### config.mk
export PLATFORM = sky130hd
export DESIGN_NAME = s_ram_reader
export DESIGN_NICKNAME = d
export VERILOG_FILES = /design/src/rtl/s_ram_pkg.sv /design/src/rtl/ram_rd_wait.sv /design/src/rtl/s_ram_reader.sv
export SDC_FILE = /design/constraint.sdc
export NUM_CORES = 1
export LEC_CHECK = 0
export BUFFER_PORTS_ARGS = -buffer_cell sky130_fd_sc_hd__buf_4
export CORE_ASPECT_RATIO = 0.5
export CORE_MARGIN = 2
export CORE_UTILIZATION = 58
export CTS_CLUSTER_SIZE = 40
export DETAILED_ROUTE_END_ITERATION = 10
export GPL_TIMING_DRIVEN = 0
export PLACE_DENSITY = 0.85
export SYNTH_ARGS = -nofsm -noshare
export SYNTH_HDL_FRONTEND = slang
export SYNTH_SLANG_ARGS = --single-unit
export TNS_END_PERCENT = 5
### constraint.sdc
create_clock -name clock -period 5.8 [get_ports clock]
set_input_delay 0.29 -clock clock [delete_from_list [all_inputs] [get_ports clock]]
set_output_delay 0.29 -clock clock [all_outputs]
set_load 0.005 [all_outputs]
### src/rtl/s_ram_pkg.sv
// -----------------------------------------------------------------------------
// s_ram_pkg
// Shared definitions for the s_RAM path: RAM geometry, the byte type used by
// the init FSM and later stages, the state encoding of the read-back sweep FSM,
// and a small helper used by the read-back checksum logic.
// -----------------------------------------------------------------------------
package s_ram_pkg;

  // s_RAM geometry: 256 bytes, 8-bit address.
  localparam int S_RAM_DEPTH = 256;
  localparam int S_RAM_AW    = 8;

  typedef logic [7:0] byte_t;

  // States of the s_RAM read-back sweep.
  typedef enum logic [2:0] {
    ST_IDLE = 3'd0,
    ST_REQ  = 3'd1,
    ST_WAIT = 3'd2,
    ST_CAPT = 3'd3,
    ST_HOLD = 3'd4,
    ST_DONE = 3'd5
  } rd_state_e;

  // 1 when the byte stored at a location differs from its own address,
  // i.e. the identity initialisation s[i] = i did not hold there.
  function automatic logic byte_differs(input byte_t data, input byte_t addr);
    return (data != addr);
  endfunction

endpackage : s_ram_pkg

### src/rtl/ram_rd_wait.sv
// -----------------------------------------------------------------------------
// ram_rd_wait
// Read-latency timer for the s_RAM read port. A one-cycle request strobe,
// issued in the cycle the address is first presented, starts a down-counter.
// q_valid_next pulses for exactly one cycle: the cycle after which the RAM
// output q carries the data for that address (RD_LAT cycles after req).
//
// Ports:
//   clock        in  system clock (posedge)
//   reset        in  asynchronous, active-high
//   req          in  one-cycle request strobe (address presented this cycle)
//   q_valid_next out q holds the requested data on the next cycle
// -----------------------------------------------------------------------------
module ram_rd_wait #(
  parameter int RD_LAT = 1   // legal 1..3
) (
  input  logic clock,
  input  logic reset,
  input  logic req,
  output logic q_valid_next
);

  // Counter is loaded with RD_LAT-1 on req; it reaches 1 in the last wait cycle.
  localparam logic [1:0] LAT_M1  = 2'(RD_LAT - 1);
  localparam logic       LAT_ONE = (RD_LAT == 1);

  logic [1:0] cnt_q;
  logic [1:0] cnt_d;

  // Next-count: load on request, count down to zero and park there.
  always_comb begin
    cnt_d = cnt_q;
    if (req) begin
      cnt_d = LAT_M1;
    end else if (cnt_q != 2'd0) begin
      cnt_d = cnt_q - 2'd1;
    end else begin
      cnt_d = cnt_q;
    end
  end

  // Count register.
  always_ff @(posedge clock or posedge reset) begin
    if (reset) begin
      cnt_q <= 2'd0;
    end else begin
      cnt_q <= cnt_d;
    end
  end

  // A single-cycle latency has no wait cycles, so the strobe coincides with req.
  assign q_valid_next = req ? LAT_ONE : (cnt_q == 2'd1);

endmodule : ram_rd_wait

### src/rtl/s_ram_reader.sv
// -----------------------------------------------------------------------------
// s_ram_reader
// Sweeps s_RAM addresses 0..LAST_ADDR after initialisation and streams every
// byte out on a valid/ready interface, together with the address it came
// from. While sweeping it accumulates a mod-256 sum, an XOR checksum and the
// number of locations where s[i] != i. Results hold until the next start.
//
// Ports:
//   clock      in   system clock (posedge)
//   reset      in   asynchronous, active-high; clears all state
//   start      in   begin a sweep (only looked at while idle)
//   finish     out  one-cycle pulse when the sweep is complete
//   busy       out  high whenever the FSM is not idle
//   address    out  s_RAM read address
//   wren       out  s_RAM write enable, always 0
//   q          in   s_RAM read data (RD_LAT cycles after address)
//   out_data   out  byte read from s_RAM
//   out_addr   out  address out_data came from
//   out_valid  out  out_data/out_addr valid
//   out_ready  in   consumer accepts when out_valid && out_ready
//   sum        out  mod-256 sum of bytes read this sweep
//   xsum       out  XOR of bytes read this sweep
//   mismatch   out  count of locations with s[i] != i (0..256)
// -----------------------------------------------------------------------------
module s_ram_reader
  import s_ram_pkg::*;
#(
  parameter int                    RD_LAT    = 1,      // legal 1..3
  parameter logic [S_RAM_AW-1:0]   LAST_ADDR = 8'd255
) (
  input  logic                clock,
  input  logic                reset,
  input  logic                start,
  output logic                finish,
  output logic                busy,
  output logic [S_RAM_AW-1:0] address,
  output logic                wren,
  input  logic [7:0]          q,
  output logic [7:0]          out_data,
  output logic [S_RAM_AW-1:0] out_addr,
  output logic                out_valid,
  input  logic                out_ready,
  output logic [7:0]          sum,
  output logic [7:0]          xsum,
  output logic [8:0]          mismatch
);

  rd_state_e   state_q,     state_d;
  byte_t       address_q,   address_d;
  byte_t       out_data_q,  out_data_d;
  byte_t       out_addr_q,  out_addr_d;
  byte_t       sum_q,       sum_d;
  byte_t       xsum_q,      xsum_d;
  logic [8:0]  mismatch_q,  mismatch_d;
  logic        out_valid_q, out_valid_d;
  logic        finish_q,    finish_d;
  logic        busy_q,      busy_d;

  logic        rd_req_s;
  logic        q_valid_next_s;

  // The address is first presented in REQ, so that is where the latency timer starts.
  assign rd_req_s = (state_q == ST_REQ);

  ram_rd_wait #(
    .RD_LAT (RD_LAT)
  ) u_rd_wait (
    .clock        (clock),
    .reset        (reset),
    .req          (rd_req_s),
    .q_valid_next (q_valid_next_s)
  );

  // Next-state, datapath updates and output decode of the sweep FSM.
  always_comb begin
    state_d    = state_q;
    address_d  = address_q;
    out_data_d = out_data_q;
    out_addr_d = out_addr_q;
    sum_d      = sum_q;
    xsum_d     = xsum_q;
    mismatch_d = mismatch_q;

    case (state_q)
      ST_IDLE: begin
        if (start) begin
          address_d  = 8'd0;
          sum_d      = 8'd0;
          xsum_d     = 8'd0;
          mismatch_d = 9'd0;
          state_d    = ST_REQ;
        end else begin
          state_d = ST_IDLE;
        end
      end

      ST_REQ: begin
        if (q_valid_next_s) begin
          state_d = ST_CAPT;
        end else begin
          state_d = ST_WAIT;
        end
      end

      ST_WAIT: begin
        if (q_valid_next_s) begin
          state_d = ST_CAPT;
        end else begin
          state_d = ST_WAIT;
        end
      end

      ST_CAPT: begin
        // q is valid for address_q in this cycle; address has not moved since REQ.
        out_data_d = q;
        out_addr_d = address_q;
        sum_d      = sum_q + q;
        xsum_d     = xsum_q ^ q;
        mismatch_d = mismatch_q + {8'd0, byte_differs(q, address_q)};
        state_d    = ST_HOLD;
      end

      ST_HOLD: begin
        if (out_ready) begin
          // Stop at LAST_ADDR instead of incrementing so the counter never wraps.
          if (address_q == LAST_ADDR) begin
            state_d = ST_DONE;
          end else begin
            address_d = address_q + 8'd1;
            state_d   = ST_REQ;
          end
        end else begin
          state_d = ST_HOLD;
        end
      end

      ST_DONE: begin
        state_d = ST_IDLE;
      end

      default: begin
        state_d = ST_IDLE;
      end
    endcase

    // Flag outputs are decoded from the next state so they can be registered
    // and still line up with the state they describe.
    out_valid_d = (state_d == ST_HOLD);
    finish_d    = (state_d == ST_DONE);
    busy_d      = (state_d != ST_IDLE);
  end

  // State and datapath registers.
  always_ff @(posedge clock or posedge reset) begin
    if (reset) begin
      state_q     <= ST_IDLE;
      address_q   <= 8'd0;
      out_data_q  <= 8'd0;
      out_addr_q  <= 8'd0;
      sum_q       <= 8'd0;
      xsum_q      <= 8'd0;
      mismatch_q  <= 9'd0;
      out_valid_q <= 1'b0;
      finish_q    <= 1'b0;
      busy_q      <= 1'b0;
    end else begin
      state_q     <= state_d;
      address_q   <= address_d;
      out_data_q  <= out_data_d;
      out_addr_q  <= out_addr_d;
      sum_q       <= sum_d;
      xsum_q      <= xsum_d;
      mismatch_q  <= mismatch_d;
      out_valid_q <= out_valid_d;
      finish_q    <= finish_d;
      busy_q      <= busy_d;
    end
  end

  assign address   = address_q;
  assign wren      = 1'b0;
  assign out_data  = out_data_q;
  assign out_addr  = out_addr_q;
  assign out_valid = out_valid_q;
  assign finish    = finish_q;
  assign busy      = busy_q;
  assign sum       = sum_q;
  assign xsum      = xsum_q;
  assign mismatch  = mismatch_q;

endmodule : s_ram_reader
; ---- Word-level counts from Yosys, hierarchy flattened
; Index checks and enable logic that the tools add are counted.
[word_totals]
reg_bits = 57
in_bits = 12
[classes]
add_sub_neg = 4
n_eq_ne = 12
muxes = 16
bitwise_logic = 1
n_reduce_logical = 9
[ops]
columns = op, count
row1 = one-hot mux 8 bit (2 select lines), 3
row2 = two-way mux 8 bit, 3
row3 = one-hot mux 9 bit (2 select lines), 1
row4 = one-hot mux 3 bit (4 select lines), 1
row5 = adder 9 x 1 -> 9 bit, 1
row6 = equality test 3 bit (second input constant), 3
row7 = two-way mux 9 bit, 1
row8 = adder 8 x 1 -> 8 bit (second input constant), 1
row9 = adder 8 bit, 1
row10 = equality test 8 bit (second input constant), 1
row11 = != test 8 bit, 1
row12 = nonzero test 2 bit, 4
row13 = XOR 8 bit, 1
row14 = equality test 3 x 2 -> 1 bit (second input constant), 2
row15 = two-way mux 3 bit, 2
row16 = != test 2 bit (second input constant), 3
row17 = two-way mux 2 bit, 2
row18 = AND reduction 4 bit, 1
row19 = equality test 3 x 1 -> 1 bit (second input constant), 1
row20 = logical NOT 3 bit, 1
row21 = two-way mux 1 bit, 3
row22 = nonzero test 3 bit, 1
row23 = equality test 2 x 1 -> 1 bit (second input constant), 1
row24 = AND reduction 2 bit, 1
row25 = 2 further kinds, 2

; ---- Logic depth before layout (Yosys ltp)
[depth]
word_depth = 5
depth_mapped = 9
mapped_depth_nobuf = 8

; ---- Modules after synthesis
; From an unflattened synthesis, not the netlist that was laid out.
[hier_totals]
hier_cells = 290
area_unflattened_um2 = 2806.4
[by_module_without_submodules]
columns = module, n_inst, cells_each, area_each_um2, seq_area_each_um2
row1 = s_ram_reader, 1, 278, 2687.6, 1376.3
row2 = ram_rd_wait, 1, 12, 118.9, 50.0

; ---- Worst setup path after synthesis
; OpenSTA, ideal clock, no wires.
[synth_path]
path_kind = register to register
startpoint = register address_q[4] (netlist: address[4])
endpoint = register mismatch_q[8] (netlist: mismatch[8])
setup_time_ps = 79
arrival_ps = 1864
path_slack_ps = 3857
stages_incl_launch_ff = 10
path_buffers = 1
path_cell_list = dfrtp_1 > clkbuf_1 > xor2_1 > nor4_1 > nand2_1 > ha_1 > ha_1 > and3_1 > nand3_1 > mux2i_1
[synth_via]
elab_chain_len = 3
[synth_lines]
columns = element, line
row1 = start: declaration, s_ram_reader.sv:49  ; byte_t address_q, address_d;
row2 = start signal: assignment, s_ram_reader.sv:168  ; address_q <= address_d;
row3 = != test 8 bit, s_ram_pkg.sv:28  ; return (data != addr);
row4 = adder 9 x 1 -> 9 bit, s_ram_reader.sv:119  ; mismatch_d = mismatch_q + {8'd0, byte_differs(q, address_q)};
row5 = one-hot mux 9 bit (2 select lines), s_ram_reader.sv:84  ; case (state_q)
row6 = end signal: assignment, s_ram_reader.sv:173  ; mismatch_q <= mismatch_d;
row7 = end: declaration, s_ram_reader.sv:54  ; logic [8:0] mismatch_q, mismatch_d;
; No other way between the ends.
; A chain may end at the register's enable or synchronous reset.

; ---- Final worst setup path
; Same ends and word-level chain as after synthesis.

==> results.txt <==
- GR Util All Layers: 27.4%
- Required arrival time at the worst endpoint: 6060 ps
- Clock buffer depth: 2
* Net count, final: 394
* Number of global-route vias before repair: 2299
- Cells fill 80.0% of the core in the end.
- Placeable core region: 4530 um^2
- The count of pins over their slew limit came to 0.
- For this run, the number of Yosys warnings is 0.
* Unrepaired setup endpoints after global routing: no
- In this run the worst path has a maximum fanout of 7.
- Number of rows in the core area: 17
- Fmax: 0.461 GHz
- Worst EP arrival: 2430 ps
- Result of the run: complete, no violations
- Initial antenna violation count: 0
- Most frequent standard cell in the layout excluding fill and tap cells: sky130_fd_sc_hd__nand2_1
* Pin slew with the least headroom to its limit: 534 ps
- Top library cells by usage in the layout, fill and taps aside: 65 x sky130_fd_sc_hd__nand2_1, 64 x sky130_fd_sc_hd__buf_4, 57 x sky130_fd_sc_hd__dfrtp_1, 26 x sky130_fd_sc_hd__o21ai_0, 16 x sky130_fd_sc_hd__nand3_1
- Vias: 2426
* Simple-Gate Fraction of Synth Area: 19.7%
- Max-cap violation count: 0
- Cell Pwr Density: 468 nW/um^2
- Horizontal die dimension: 102 um
* Multi-input gate area in the final layout: 1300 um^2
* Largest net degree at the start of global routing: 36
- The synthesized netlist devotes 6.05% of its cell area to adder and majority cells.
* Detailed Route WL: 6710 um
- Number of instances in the synthesized netlist: 293
- Buffers added to address setup during post-CTS repair amount to 0.
- Total of fill cells in the finished design: 303
* Ratio of final minimum period to clock period: 37.4%
* Ratio of routed vias to standard cells: 5.51
- Min Tclk post-route: 2170 ps
- Global-route wire length before repair: 10900 um
- Average wire per cell in the routed design: 15.2 um
* Effective utilization at floorplan: 62.1%
* Fraction of synthesized area in multiplexers: 2.14%
- Final antenna diode count: 0
- Clock Skew: 9.83 ps
- Number of iterations in the first detailed-routing pass: 4
* Final hold violations: 0
- Antenna Nets Post-Route: 0
- Area growth, synth to finish: 29.0%
- Synth cell types: 41
- The number of cells on the worst reg-to-reg path is 9.
- The worst hold path terminates at out_valid$_DFF_PP0_.
- Drt initial violations: 115
- Num CTS Buffers: 9
* Critical Path End Type: flip-flop
* Vert. Die Dim: 53.2 um
* Count of pins on the block boundary: 65
- Parity-gate share of the synthesized area counting xor and xnor cells: 6.23%
- The H-tree was split into 3 levels.
- The total overflow left after global routing is 0.
- The congestion estimate from routability-driven global placement came to 0.867.
* CP Class: flip-flop to flip-flop
- The die covers 5450 um^2.
- Counting instances, the worst hold path has a depth of 2.
- For the worst-skew pair, the clock arrives at the later sink with an insertion delay of 340 ps.
- In the final layout, the share of cells above drive strength 1 is 25.1%.
- R2R Path End: mismatch[8]$_DFFE_PP0P_
- Worst min path class: primary input to flip-flop
- The worst register-to-register path has a setup slack of 3630 ps.
- By area, the combinational part of the netlist is dominated by simple AND/OR/NAND/NOR gates.
* Synthesized cell area: 2810 um^2
- The synthesized netlist devotes 11.9% of its cell area to compound gates.
* Clock transition at the registers of the reported paths: 70 ps
- Hold Path Origin: out_ready
- The startpoint identified for the worst register-to-register timing path is address[4]$_DFFE_PP0P_.
- In this run the tool buffered the top-level ports with 63 buffer cells.
* Reported leakage power: 0.00185 uW
- Area of all sequential standard cells: 1430 um^2
- After detailed routing, the number of remaining DRC violations is 0.
* Number of synthesized register bits: 57
- Average footprint of a synthesized cell: 9.60 um^2
- The clock drives 57 sinks.
* Syn_nets: 318
* Max_slew headroom: 64.4%
* CP startpoint kind: flip-flop
- Setup_tns: 0 ps
- HPWL after detailed placement: 4890 um
- Summing the sequential cell areas from Yosys gives 50.7% of the chip area.
- Setup violations remaining at the end of the flow were counted as 0.
- Root cell of the clock tree: sky130_fd_sc_hd__clkbuf_8
- CTS tree: built
- IR drop worst, VDD: 0.239 mV
-- cells by family (layout without fill, tap and decap cells) --
kind of cell    Yosys count  after routing
simple gates            121            121
xor+xnor                 20             20
fa+ha+maj                13             13
flops                    57             57
compound gates           56             56
other cells               1              1
buf+inv                  19            100
mux                       6              6
-- registers in the layout, indices dropped and copies added, names as in the netlist --
name,count
xsum,8
out_data,8
sum,8
address,8
mismatch,9
u_rd_wait.cnt_q,2
out_valid,1
out_addr,8
busy,1
finish,1
state_q,3
-- worst max-delay path by stage --
stage                                 startpoint  slack [ps]                       to
after floorplan           address[4]$_DFFE_PP0P_        3860  mismatch[8]$_DFFE_PP0P_
after global placement                     reset        3480  out_data[5]$_DFFE_PP0P_
after detailed placement  address[4]$_DFFE_PP0P_        3670  mismatch[8]$_DFFE_PP0P_
after CTS                 address[4]$_DFFE_PP0P_        3650  mismatch[8]$_DFFE_PP0P_
after global routing      address[4]$_DFFE_PP0P_        3450  mismatch[8]$_DFFE_PP0P_
final                     address[4]$_DFFE_PP0P_        3630  mismatch[8]$_DFFE_PP0P_
-- metal layers --
| layer | track usage, % | vias to the layer above | part of all wire, % |
|---|---|---|---|
| li1 | - | 1162 | - |
| met1 | 34.7 | 1164 | 43 |
| met2 | 44.4 | 86 | 48 |
| met3 | 9.11 | 14 | 7.8 |
| met4 | 9.78 | 0 | 1.5 |
| met5 | 0 | - | 0 |
-- synth_stat cells --
cell type                  number  area (um^2)
sky130_fd_sc_hd__a211oi_2       1         12.5
sky130_fd_sc_hd__nor2b_1        2         12.5
sky130_fd_sc_hd__and3_1         2         12.5
sky130_fd_sc_hd__mux2i_1        6         60.1
sky130_fd_sc_hd__a21o_1         1         7.51
sky130_fd_sc_hd__conb_1         1         3.75
sky130_fd_sc_hd__o21bai_1       2         15.0
sky130_fd_sc_hd__buf_6          1         11.3
sky130_fd_sc_hd__and2_1         2         12.5
sky130_fd_sc_hd__o21ai_0       26          130
sky130_fd_sc_hd__o21a_1         1         7.51
sky130_fd_sc_hd__o311a_1        1         10.0
sky130_fd_sc_hd__a31oi_1        2         12.5
sky130_fd_sc_hd__a211oi_1       2         15.0
sky130_fd_sc_hd__dfrtp_1       57         1430
sky130_fd_sc_hd__inv_1          6         22.5
sky130_fd_sc_hd__or2_2          4         25.0
sky130_fd_sc_hd__nor2_4         1         11.3
sky130_fd_sc_hd__nand2b_1       1         6.26
sky130_fd_sc_hd__buf_4          1         7.51
sky130_fd_sc_hd__o31ai_1        1         7.51
sky130_fd_sc_hd__nand4_1        4         25.0
sky130_fd_sc_hd__a22o_1         5         43.8
sky130_fd_sc_hd__and4_1         2         17.5
sky130_fd_sc_hd__nor4_1         3         18.8
sky130_fd_sc_hd__nor2_1        14         52.6
sky130_fd_sc_hd__ha_1          12          150
sky130_fd_sc_hd__nand3_1       16         80.1
sky130_fd_sc_hd__a21oi_1       13         65.1
sky130_fd_sc_hd__buf_1          1         3.75
sky130_fd_sc_hd__nor3_1         2         10.0
sky130_fd_sc_hd__nand4b_1       1         8.76
sky130_fd_sc_hd__or3_4          1         11.3
sky130_fd_sc_hd__nor2_2         1         6.26
sky130_fd_sc_hd__clkbuf_1       7         26.3
sky130_fd_sc_hd__a311oi_1       1         8.76
sky130_fd_sc_hd__nand2_1       65          244
sky130_fd_sc_hd__xnor2_1        9         78.8
sky130_fd_sc_hd__xor2_1        11         96.3
sky130_fd_sc_hd__fa_1           1         20.0
sky130_fd_sc_hd__buf_2          3         15.0
-- power by group --
part / internal (uW) / total (uW) / switching [uW]
clock: 264 / 422 / 159
sequential: 523 / 622 / 98.5
combinational: 306 / 653 / 347
total: 1090 / 1700 / 604
-- through the flow --
stage / instance area, um^2 / hold WS, ps / setup WS (ps) / cells / total power [uW]
2_1_floorplan: 2810 / 397 / 3860 / 293 / 977
3_3_place_gp: 3370 / 460 / 3480 / 422 / 1240
3_5_place_dp: 3390 / 355 / 3670 / 423 / 1270
4_1_cts: 3630 / 181 / 3650 / 440 / 1690
5_1_grt: 3630 / 171 / 3450 / 440 / 1800
6_report: 3630 / 194 / 3630 / 440 / 1700
-- cell type report --
class / count / share of cell area, %
Multi-Input combinational cell: 217 / 35.8
Timing Repair Buffer: 65 / 13.9
Clock buffer: 11 / 4.18
Clock inverter: 5 / 2.14
Inverter: 6 / 0.621
Sequential cell: 57 / 39.3
Tap cell: 66 / 2.28
Buffer: 13 / 1.76
-- timing repair --
item | CTS | global route
endpoints found under the hold margin | 4 | 0
endpoints found under the setup margin | 0 | 0
gates resized for setup | 0 | 0
hold buffers | 1 | 0
-- worst max-delay path: stages, from the launching register on --
cell,delay (ps)
sky130_fd_sc_hd__dfrtp_1,370
sky130_fd_sc_hd__clkbuf_1,200
sky130_fd_sc_hd__xor2_1,210
sky130_fd_sc_hd__nor4_1,280
sky130_fd_sc_hd__nand2_1,110
sky130_fd_sc_hd__ha_1,220
sky130_fd_sc_hd__ha_1,240
sky130_fd_sc_hd__and3_1,180
sky130_fd_sc_hd__nand3_1,90
sky130_fd_sc_hd__mux2i_1,190
(Power assumes the default switching activity.)
